<file path="src/rtl/serial_cmp_lu_pkg.sv">
// rtl/serial_cmp_lu_pkg.sv - shared mode codes, FSM states and result mapping for serial_cmp_lu
package lu_pkg;

    // Compare modes; 3'b110 and 3'b111 are reserved
    typedef enum logic [2:0] {
        LU_LT  = 3'b000,
        LU_GT  = 3'b001,
        LU_EQ  = 3'b010,
        LU_NE  = 3'b011,
        LU_LE  = 3'b100,
        LU_GE  = 3'b101,
        LU_RSV = 3'b110
    } lu_mode_e;

    typedef enum logic [1:0] {
        ST_IDLE = 2'b00,
        ST_RUN  = 2'b01,
        ST_DONE = 2'b10
    } lu_state_e;

    function automatic logic mode_is_reserved(input logic [2:0] mode);
        return (mode[2:1] == 2'b11);
    endfunction

    // Boolean outcome of a finished compare; reserved modes always give 0
    function automatic logic mode_to_result(input logic [2:0] mode, input logic gt,
                                            input logic lt, input logic eq);
        logic r;
        case (mode)
            LU_LT:   r = lt;
            LU_GT:   r = gt;
            LU_EQ:   r = eq;
            LU_NE:   r = ~eq;
            LU_LE:   r = lt | eq;
            LU_GE:   r = gt | eq;
            default: r = 1'b0;
        endcase
        return r;
    endfunction

endpackage

</file>
<file path="src/rtl/serial_cmp_lu_if.sv">
// rtl/serial_cmp_lu_if.sv - start/ready/done request and result bundle for serial_cmp_lu
interface serial_cmp_lu_if #(
    parameter int WIDTH = 8
);
    logic             start;
    logic [WIDTH-1:0] a;
    logic [WIDTH-1:0] b;
    logic [2:0]       mode;
    logic             ready;
    logic             done;
    logic             result;
    logic             gt;
    logic             lt;
    logic             eq;
    logic             bad_mode;

    modport master (
        output start, a, b, mode,
        input  ready, done, result, gt, lt, eq, bad_mode
    );

    modport slave (
        input  start, a, b, mode,
        output ready, done, result, gt, lt, eq, bad_mode
    );
endinterface

</file>
<file path="src/rtl/serial_cmp_lu_cell.sv">
// rtl/serial_cmp_lu_cell.sv - one-bit greater/less cell with role swap for a signed MSB
module bit_cmp_cell (
    input  logic a_i,
    input  logic b_i,
    input  logic inv_i,
    output logic gt_o,
    output logic lt_o
);
    logic a_over_b;
    logic b_over_a;

    // A 1 against a 0 means "larger" except at a two's complement sign bit
    assign a_over_b = a_i & ~b_i;
    assign b_over_a = ~a_i & b_i;
    assign gt_o     = inv_i ? b_over_a : a_over_b;
    assign lt_o     = inv_i ? a_over_b : b_over_a;
endmodule

</file>
<file path="src/rtl/serial_cmp_lu.sv">
// rtl/serial_cmp_lu.sv - bit-serial MSB-first magnitude compare unit; SERIAL_CMP_EARLY_EXIT_EN ends RUN at the first differing bit
module serial_cmp_lu #(
    parameter int WIDTH  = 8,
    parameter bit SIGNED = 1'b0
) (
    input  logic            clk,
    input  logic            reset,
    serial_cmp_lu_if.slave  bus
);
    import lu_pkg::*;

    localparam int              IDX_W   = (WIDTH > 1) ? $clog2(WIDTH) : 1;
    localparam logic [IDX_W-1:0] IDX_MSB = IDX_W'(WIDTH - 1);

    lu_state_e        state_q;
    logic [WIDTH-1:0] a_q;
    logic [WIDTH-1:0] b_q;
    logic [2:0]       mode_q;
    logic [IDX_W-1:0] idx_q;
    logic             gt_s_q;
    logic             lt_s_q;
    logic             ready_q;
    logic             done_q;
    logic             result_q;
    logic             gt_q;
    logic             lt_q;
    logic             eq_q;
    logic             bad_q;

    logic cell_gt;
    logic cell_lt;
    logic found;
    logic gt_d;
    logic lt_d;
    logic eq_d;
    logic decided;

    bit_cmp_cell u_cell (
        .a_i   (a_q[idx_q]),
        .b_i   (b_q[idx_q]),
        .inv_i (SIGNED && (idx_q == IDX_MSB)),
        .gt_o  (cell_gt),
        .lt_o  (cell_lt)
    );

    // Once a differing bit has set a scratch flag, lower bits can no longer change it
    assign found = gt_s_q | lt_s_q;
    assign gt_d  = gt_s_q | (~found & cell_gt);
    assign lt_d  = lt_s_q | (~found & cell_lt);
    assign eq_d  = ~(gt_d | lt_d);

`ifdef SERIAL_CMP_EARLY_EXIT_EN
    assign decided = (idx_q == '0) || gt_d || lt_d;
`else
    assign decided = (idx_q == '0);
`endif

    // Control FSM with operand capture, serial scan and registered result outputs
    always_ff @(posedge clk or posedge reset) begin
        if (reset) begin
            state_q  <= ST_IDLE;
            a_q      <= '0;
            b_q      <= '0;
            mode_q   <= '0;
            idx_q    <= '0;
            gt_s_q   <= 1'b0;
            lt_s_q   <= 1'b0;
            ready_q  <= 1'b1;
            done_q   <= 1'b0;
            result_q <= 1'b0;
            gt_q     <= 1'b0;
            lt_q     <= 1'b0;
            eq_q     <= 1'b0;
            bad_q    <= 1'b0;
        end else begin
            done_q <= 1'b0;
            case (state_q)
                ST_IDLE, ST_DONE: begin
                    if (bus.start) begin
                        a_q     <= bus.a;
                        b_q     <= bus.b;
                        mode_q  <= bus.mode;
                        idx_q   <= IDX_MSB;
                        gt_s_q  <= 1'b0;
                        lt_s_q  <= 1'b0;
                        ready_q <= 1'b0;
                        state_q <= ST_RUN;
                    end else begin
                        ready_q <= 1'b1;
                        state_q <= ST_IDLE;
                    end
                end
                ST_RUN: begin
                    gt_s_q <= gt_d;
                    lt_s_q <= lt_d;
                    if (decided) begin
                        gt_q     <= gt_d;
                        lt_q     <= lt_d;
                        eq_q     <= eq_d;
                        result_q <= mode_to_result(mode_q, gt_d, lt_d, eq_d);
                        bad_q    <= mode_is_reserved(mode_q);
                        done_q   <= 1'b1;
                        ready_q  <= 1'b1;
                        state_q  <= ST_DONE;
                    end else if (idx_q != '0) begin
                        idx_q <= idx_q - 1'b1;
                    end
                end
                default: begin
                    ready_q <= 1'b1;
                    state_q <= ST_IDLE;
                end
            endcase
        end
    end

    assign bus.ready    = ready_q;
    assign bus.done     = done_q;
    assign bus.result   = result_q;
    assign bus.gt       = gt_q;
    assign bus.lt       = lt_q;
    assign bus.eq       = eq_q;
    assign bus.bad_mode = bad_q;

endmodule
</file>
<file path="src/flat_wrapper.sv">
// flat-port wrapper written by rule: the top's interface ports become plain ports
module serial_cmp_lu_flat import lu_pkg::*;
#(
    parameter int WIDTH  = 8,
    parameter bit SIGNED = 1'b0
)
  (clk, reset, bus_start, bus_a, bus_b, bus_mode, bus_ready, bus_done, bus_result, bus_gt, bus_lt, bus_eq, bus_bad_mode);
  serial_cmp_lu_if #(.WIDTH(WIDTH)) bus_i ();
  input  logic clk;
  input  logic reset;
  input wire logic [$bits(bus_i.start)-1:0] bus_start;
  input wire logic [$bits(bus_i.a)-1:0] bus_a;
  input wire logic [$bits(bus_i.b)-1:0] bus_b;
  input wire logic [$bits(bus_i.mode)-1:0] bus_mode;
  output wire logic [$bits(bus_i.ready)-1:0] bus_ready;
  output wire logic [$bits(bus_i.done)-1:0] bus_done;
  output wire logic [$bits(bus_i.result)-1:0] bus_result;
  output wire logic [$bits(bus_i.gt)-1:0] bus_gt;
  output wire logic [$bits(bus_i.lt)-1:0] bus_lt;
  output wire logic [$bits(bus_i.eq)-1:0] bus_eq;
  output wire logic [$bits(bus_i.bad_mode)-1:0] bus_bad_mode;
  assign bus_i.start = bus_start;
  assign bus_i.a = bus_a;
  assign bus_i.b = bus_b;
  assign bus_i.mode = bus_mode;
  assign bus_ready = bus_i.ready;
  assign bus_done = bus_i.done;
  assign bus_result = bus_i.result;
  assign bus_gt = bus_i.gt;
  assign bus_lt = bus_i.lt;
  assign bus_eq = bus_i.eq;
  assign bus_bad_mode = bus_i.bad_mode;
  serial_cmp_lu #(.WIDTH(WIDTH), .SIGNED(SIGNED)) u_core (.clk(clk), .reset(reset), .bus(bus_i));
endmodule
</file>
<file path="config.mk">
export PLATFORM = sky130hd
export DESIGN_NAME = serial_cmp_lu_flat
export DESIGN_NICKNAME = d
export VERILOG_FILES = /design/src/rtl/serial_cmp_lu_pkg.sv /design/src/rtl/serial_cmp_lu_if.sv /design/src/rtl/serial_cmp_lu_cell.sv /design/src/rtl/serial_cmp_lu.sv /design/src/flat_wrapper.sv
export SDC_FILE = /design/constraint.sdc
export NUM_CORES = 1
export LEC_CHECK = 0
export BUFFER_PORTS_ARGS = -buffer_cell sky130_fd_sc_hd__buf_2
export CORE_UTILIZATION = 30
export CTS_BUF_LIST = sky130_fd_sc_hd__clkbuf_8
export DETAILED_ROUTE_END_ITERATION = 10
export PLACE_DENSITY = 0.49
export SLEW_MARGIN = 20
export SYNTH_ARGS = -nofsm -noshare
export SYNTH_HDL_FRONTEND = slang
export SYNTH_HIERARCHICAL = 1
export SYNTH_SLANG_ARGS = --single-unit
export TNS_END_PERCENT = 10
</file>
<file path="constraint.sdc">
create_clock -name clk -period 3.5 [get_ports clk]
set_input_delay 0.175 -clock clk [delete_from_list [all_inputs] [get_ports clk]]
set_output_delay 0.175 -clock clk [all_outputs]
set_load 0.05 [all_outputs]
</file>
==> flow_metrics.py <==
metrics = {
    "worst_setup_path": {
        "critPathArrivalTime_ns": 2.80,
        "r2r_slack_ns": 0.87,
        "r2r-end": "u_core/bus.result$_DFFE_PP0P_",
        "r2r_cells": 8,
        "worst-path-buf-inv": 0,
        "cp.required_ns": 3.67,
        "cp_slowest_stage_delay_ns": 0.58,
        "startpoint_type": "register",
        "path_cells": "mux4_1 > mux2_2 > or2b_1 > mux2i_1 > nor4_4 > xnor2_1 > o41ai_2 > a41o_1",
        "crit_family": "multiplexers",
        "timing.rr.start": "u_core/idx_q[0]$_DFFE_PP0P_",
        "cp_slowest_cell": "mux4_1",
        "path_max_fanout": 5,
        "critical_path_class": "register to register",
        "endpoint_kind": "register",
    },
    "synth": {
        "ys.warnings.count": 6,
        "syn_avg_cell_area_um2": 9.699,
        "syn_area_mm2": 0.001561,
        "ys_types": 28,
        "synthCells": 161,
        "ys_seq_elements": 33,
        "synth_seq_area_share": 0.5296,
    },
    "global_routing": {
        "gr-total-overflow": 0,
        "grt_start_max_net_pins": 22,
        "grt_use_total": 0.1393,
        "grt_pass1_wl_mm": 5.520,
        "grt_pass1_vias": 1206,
        "antenna_found_initial": 0,
    },
    "final_layout": {
        "layout_common_cells": "nand2_1 (67), dfrtp_1 (32), buf_2 (28)",
        "final_common_cell": "nand2_1",
        "final-seq-area_um2": 827.0,
        "drive_above_1_share": 0.2165,
        "multiInputGateArea_um2": 673.1,
        "synthToLayoutAreaGrowth_pct": 18.75,
        "nets": 217,
        "n_fill_cell": 531,
        "n_antenna_cell": 0,
        "final_cells": 261,
    },
    "timing": {
        "worst_slack_ns": 0.8667,
        "finClkSkew_ns": 0.006262,
        "final.setup.tns_ns": 0,
        "drv_slew": 0,
        "slew_headroom": 0.4700,
        "period_needed_ns": 2.633,
        "max_freq_ghz": 0.3798,
        "rsz0062_at_grt": "false",
        "whs_ns": 0.01438,
        "hold_viol_final": 0,
        "min_period_over_period": 0.7524,
        "tightest_slew_ns": 0.7949,
        "setup_viol": 0,
    },
    "clocking": {
        "cts_tree": "done",
        "hold_buffers": 0,
        "cts_setup_buffers": 0,
        "clkTransAtPathRegs_ns": 0.06,
        "numCtsBuffers": 5,
        "clock_path_buffers": 2,
        "cts_max_level": 2,
        "ctsRootBufferMaster": "clkbuf_8",
        "cts-resized-gates": 0,
        "clock_latency_ns": 0.28,
        "cts_sinks": 33,
    },
    "hold_path": {
        "hp-class": "primary input to async pin",
    },
    "detailed_routing": {
        "drt_iter0_drc": 44,
        "antenna_left": 0,
        "wl_per_cell_um": 12.04,
        "vias": 1146,
        "via_per_inst": 4.391,
        "drc": 0,
        "drt-total-wl_mm": 3.142,
        "firstDrtPassIters": 4,
    },
    "floorplan": {
        "die_w_um": 74.15,
        "die_h_um": 74.15,
        "num_rows": 25,
        "initial_core_util": 0.3200,
        "die_area_mm2": 0.005497,
        "io_pins": 29,
        "coreArea_mm2": 0.004880,
    },
    "placement": {
        "gp_congestion": 0.7943,
        "dp_cells": 253,
        "portBuffers": 28,
        "dp_hpwl_mm": 2.216,
        "pre_cts_slack_ns": 0.8731,
    },
    "run_status": {
        "status": "finished, final reports clean",
    },
    "pwr": {
        "p_total_w": 0.001710,
        "leakagePower_nw": 0.9816,
        "vdd_drop_max_mv": 0.3084,
        "power_density_mw_per_mm2": 922.2,
    },
    "run": {
        "cap_violations": 0,
    },
}
==> kinds of logic after synthesis <==
logic type / share of synthesized area
flip-flops: 0.5297
other: 0.002402
buffers and inverters: 0.04166
multiplexers: 0.1018
AND/OR/NAND/NOR: 0.2324
adder cells (fa/ha/maj): 0.01602
AO/OA/AOI/OAI: 0.06491
XOR/XNOR: 0.01122
==> cell usage after synthesis <==
cell type | number | area [um2]
dfstp_2 | 1 | 26.28
clkbuf_1 | 4 | 15.01
nor2b_1 | 2 | 12.51
inv_1 | 9 | 33.78
mux2i_1 | 2 | 20.02
o41ai_2 | 1 | 16.27
mux2_2 | 3 | 33.78
o211ai_1 | 2 | 15.01
nand3_1 | 2 | 10.01
conb_1 | 1 | 3.750
xor2_1 | 1 | 8.760
nand4bb_1 | 1 | 11.26
or2b_1 | 1 | 7.510
nor3_1 | 1 | 5.000
a41o_1 | 1 | 10.01
xnor2_1 | 1 | 8.760
o21ai_0 | 8 | 40.04
nor2_1 | 3 | 11.26
nand2_1 | 67 | 251.5
buf_2 | 1 | 5.000
ha_1 | 2 | 25.02
dfrtp_1 | 32 | 800.8
a21oi_1 | 4 | 20.02
mux4_1 | 4 | 105.1
nor4_4 | 1 | 21.27
buf_6 | 1 | 11.26
nand2b_1 | 4 | 25.02
nor3b_1 | 1 | 7.510
==> registers in the layout, summed over array words and instances (netlist names), 2 cells and up <==
name            flops
u_core/idx_q        3
u_core/state_q      2
u_core/a_q          8
u_core/b_q          8
u_core/mode_q       3
==> final cells by class <==
cell class              instances  share of cell area
multi-input cells             114              0.3630
well taps                      67             0.04521
inverters                       9             0.01822
flip-flops and latches         33              0.4460
clock inverters                 3            0.006748
repair buffers                 30             0.08367
clock buffers                   5             0.03711
==> power breakdown <==
| part | switching (W) | leakage, nW | internal [W] |
|---|---|---|---|
| combinational | 0.000430 | 0.528 | 0.000312 |
| sequential | 0.000147 | 0.403 | 0.000558 |
| clock | 0.000130 | 0.0505 | 0.000133 |
| total | 0.000707 | 0.982 | 0.00100 |
==> through the flow <==
stage          utilization  area [um2]
3_5_place_dp        0.3633        1773
6_report            0.3800        1854
2_1_floorplan            -        1565
5_1_grt             0.3800        1854
4_1_cts             0.3800        1854
3_3_place_gp        0.3633        1773
==> worst max-delay path by stage <==
| stage | startpoint | to | slack [ns] | cells after the start |
|---|---|---|---|---|
| 6_report | u_core/idx_q[0]$_DFFE_PP0P_ | u_core/bus.result$_DFFE_PP0P_ | 0.87 | 8 |
| 2_1_floorplan | u_core/idx_q[0]$_DFFE_PP0P_ | u_core/bus.result$_DFFE_PP0P_ | 1.11 | 9 |
| 3_3_place_gp | u_core/idx_q[0]$_DFFE_PP0P_ | u_core/bus.result$_DFFE_PP0P_ | 1.00 | 8 |
| 4_1_cts | u_core/idx_q[0]$_DFFE_PP0P_ | u_core/bus.result$_DFFE_PP0P_ | 0.84 | 8 |
| 5_1_grt | u_core/idx_q[0]$_DFFE_PP0P_ | u_core/bus.result$_DFFE_PP0P_ | 0.67 | 8 |
| 3_5_place_dp | u_core/idx_q[0]$_DFFE_PP0P_ | u_core/bus.result$_DFFE_PP0P_ | 0.87 | 8 |
==> routing by layer <==
metal  global-route usage  routed length [um]  part of all wire  vias up
met5                    0                   0                 0        -
met4              0.07051                  65             0.021        0
met1               0.1675                1481              0.47      526
met3              0.04065                 133             0.042        7
met2               0.2273                1461              0.46       30
li1                     -                   -                 -      583
(Power assumes the default switching activity.)
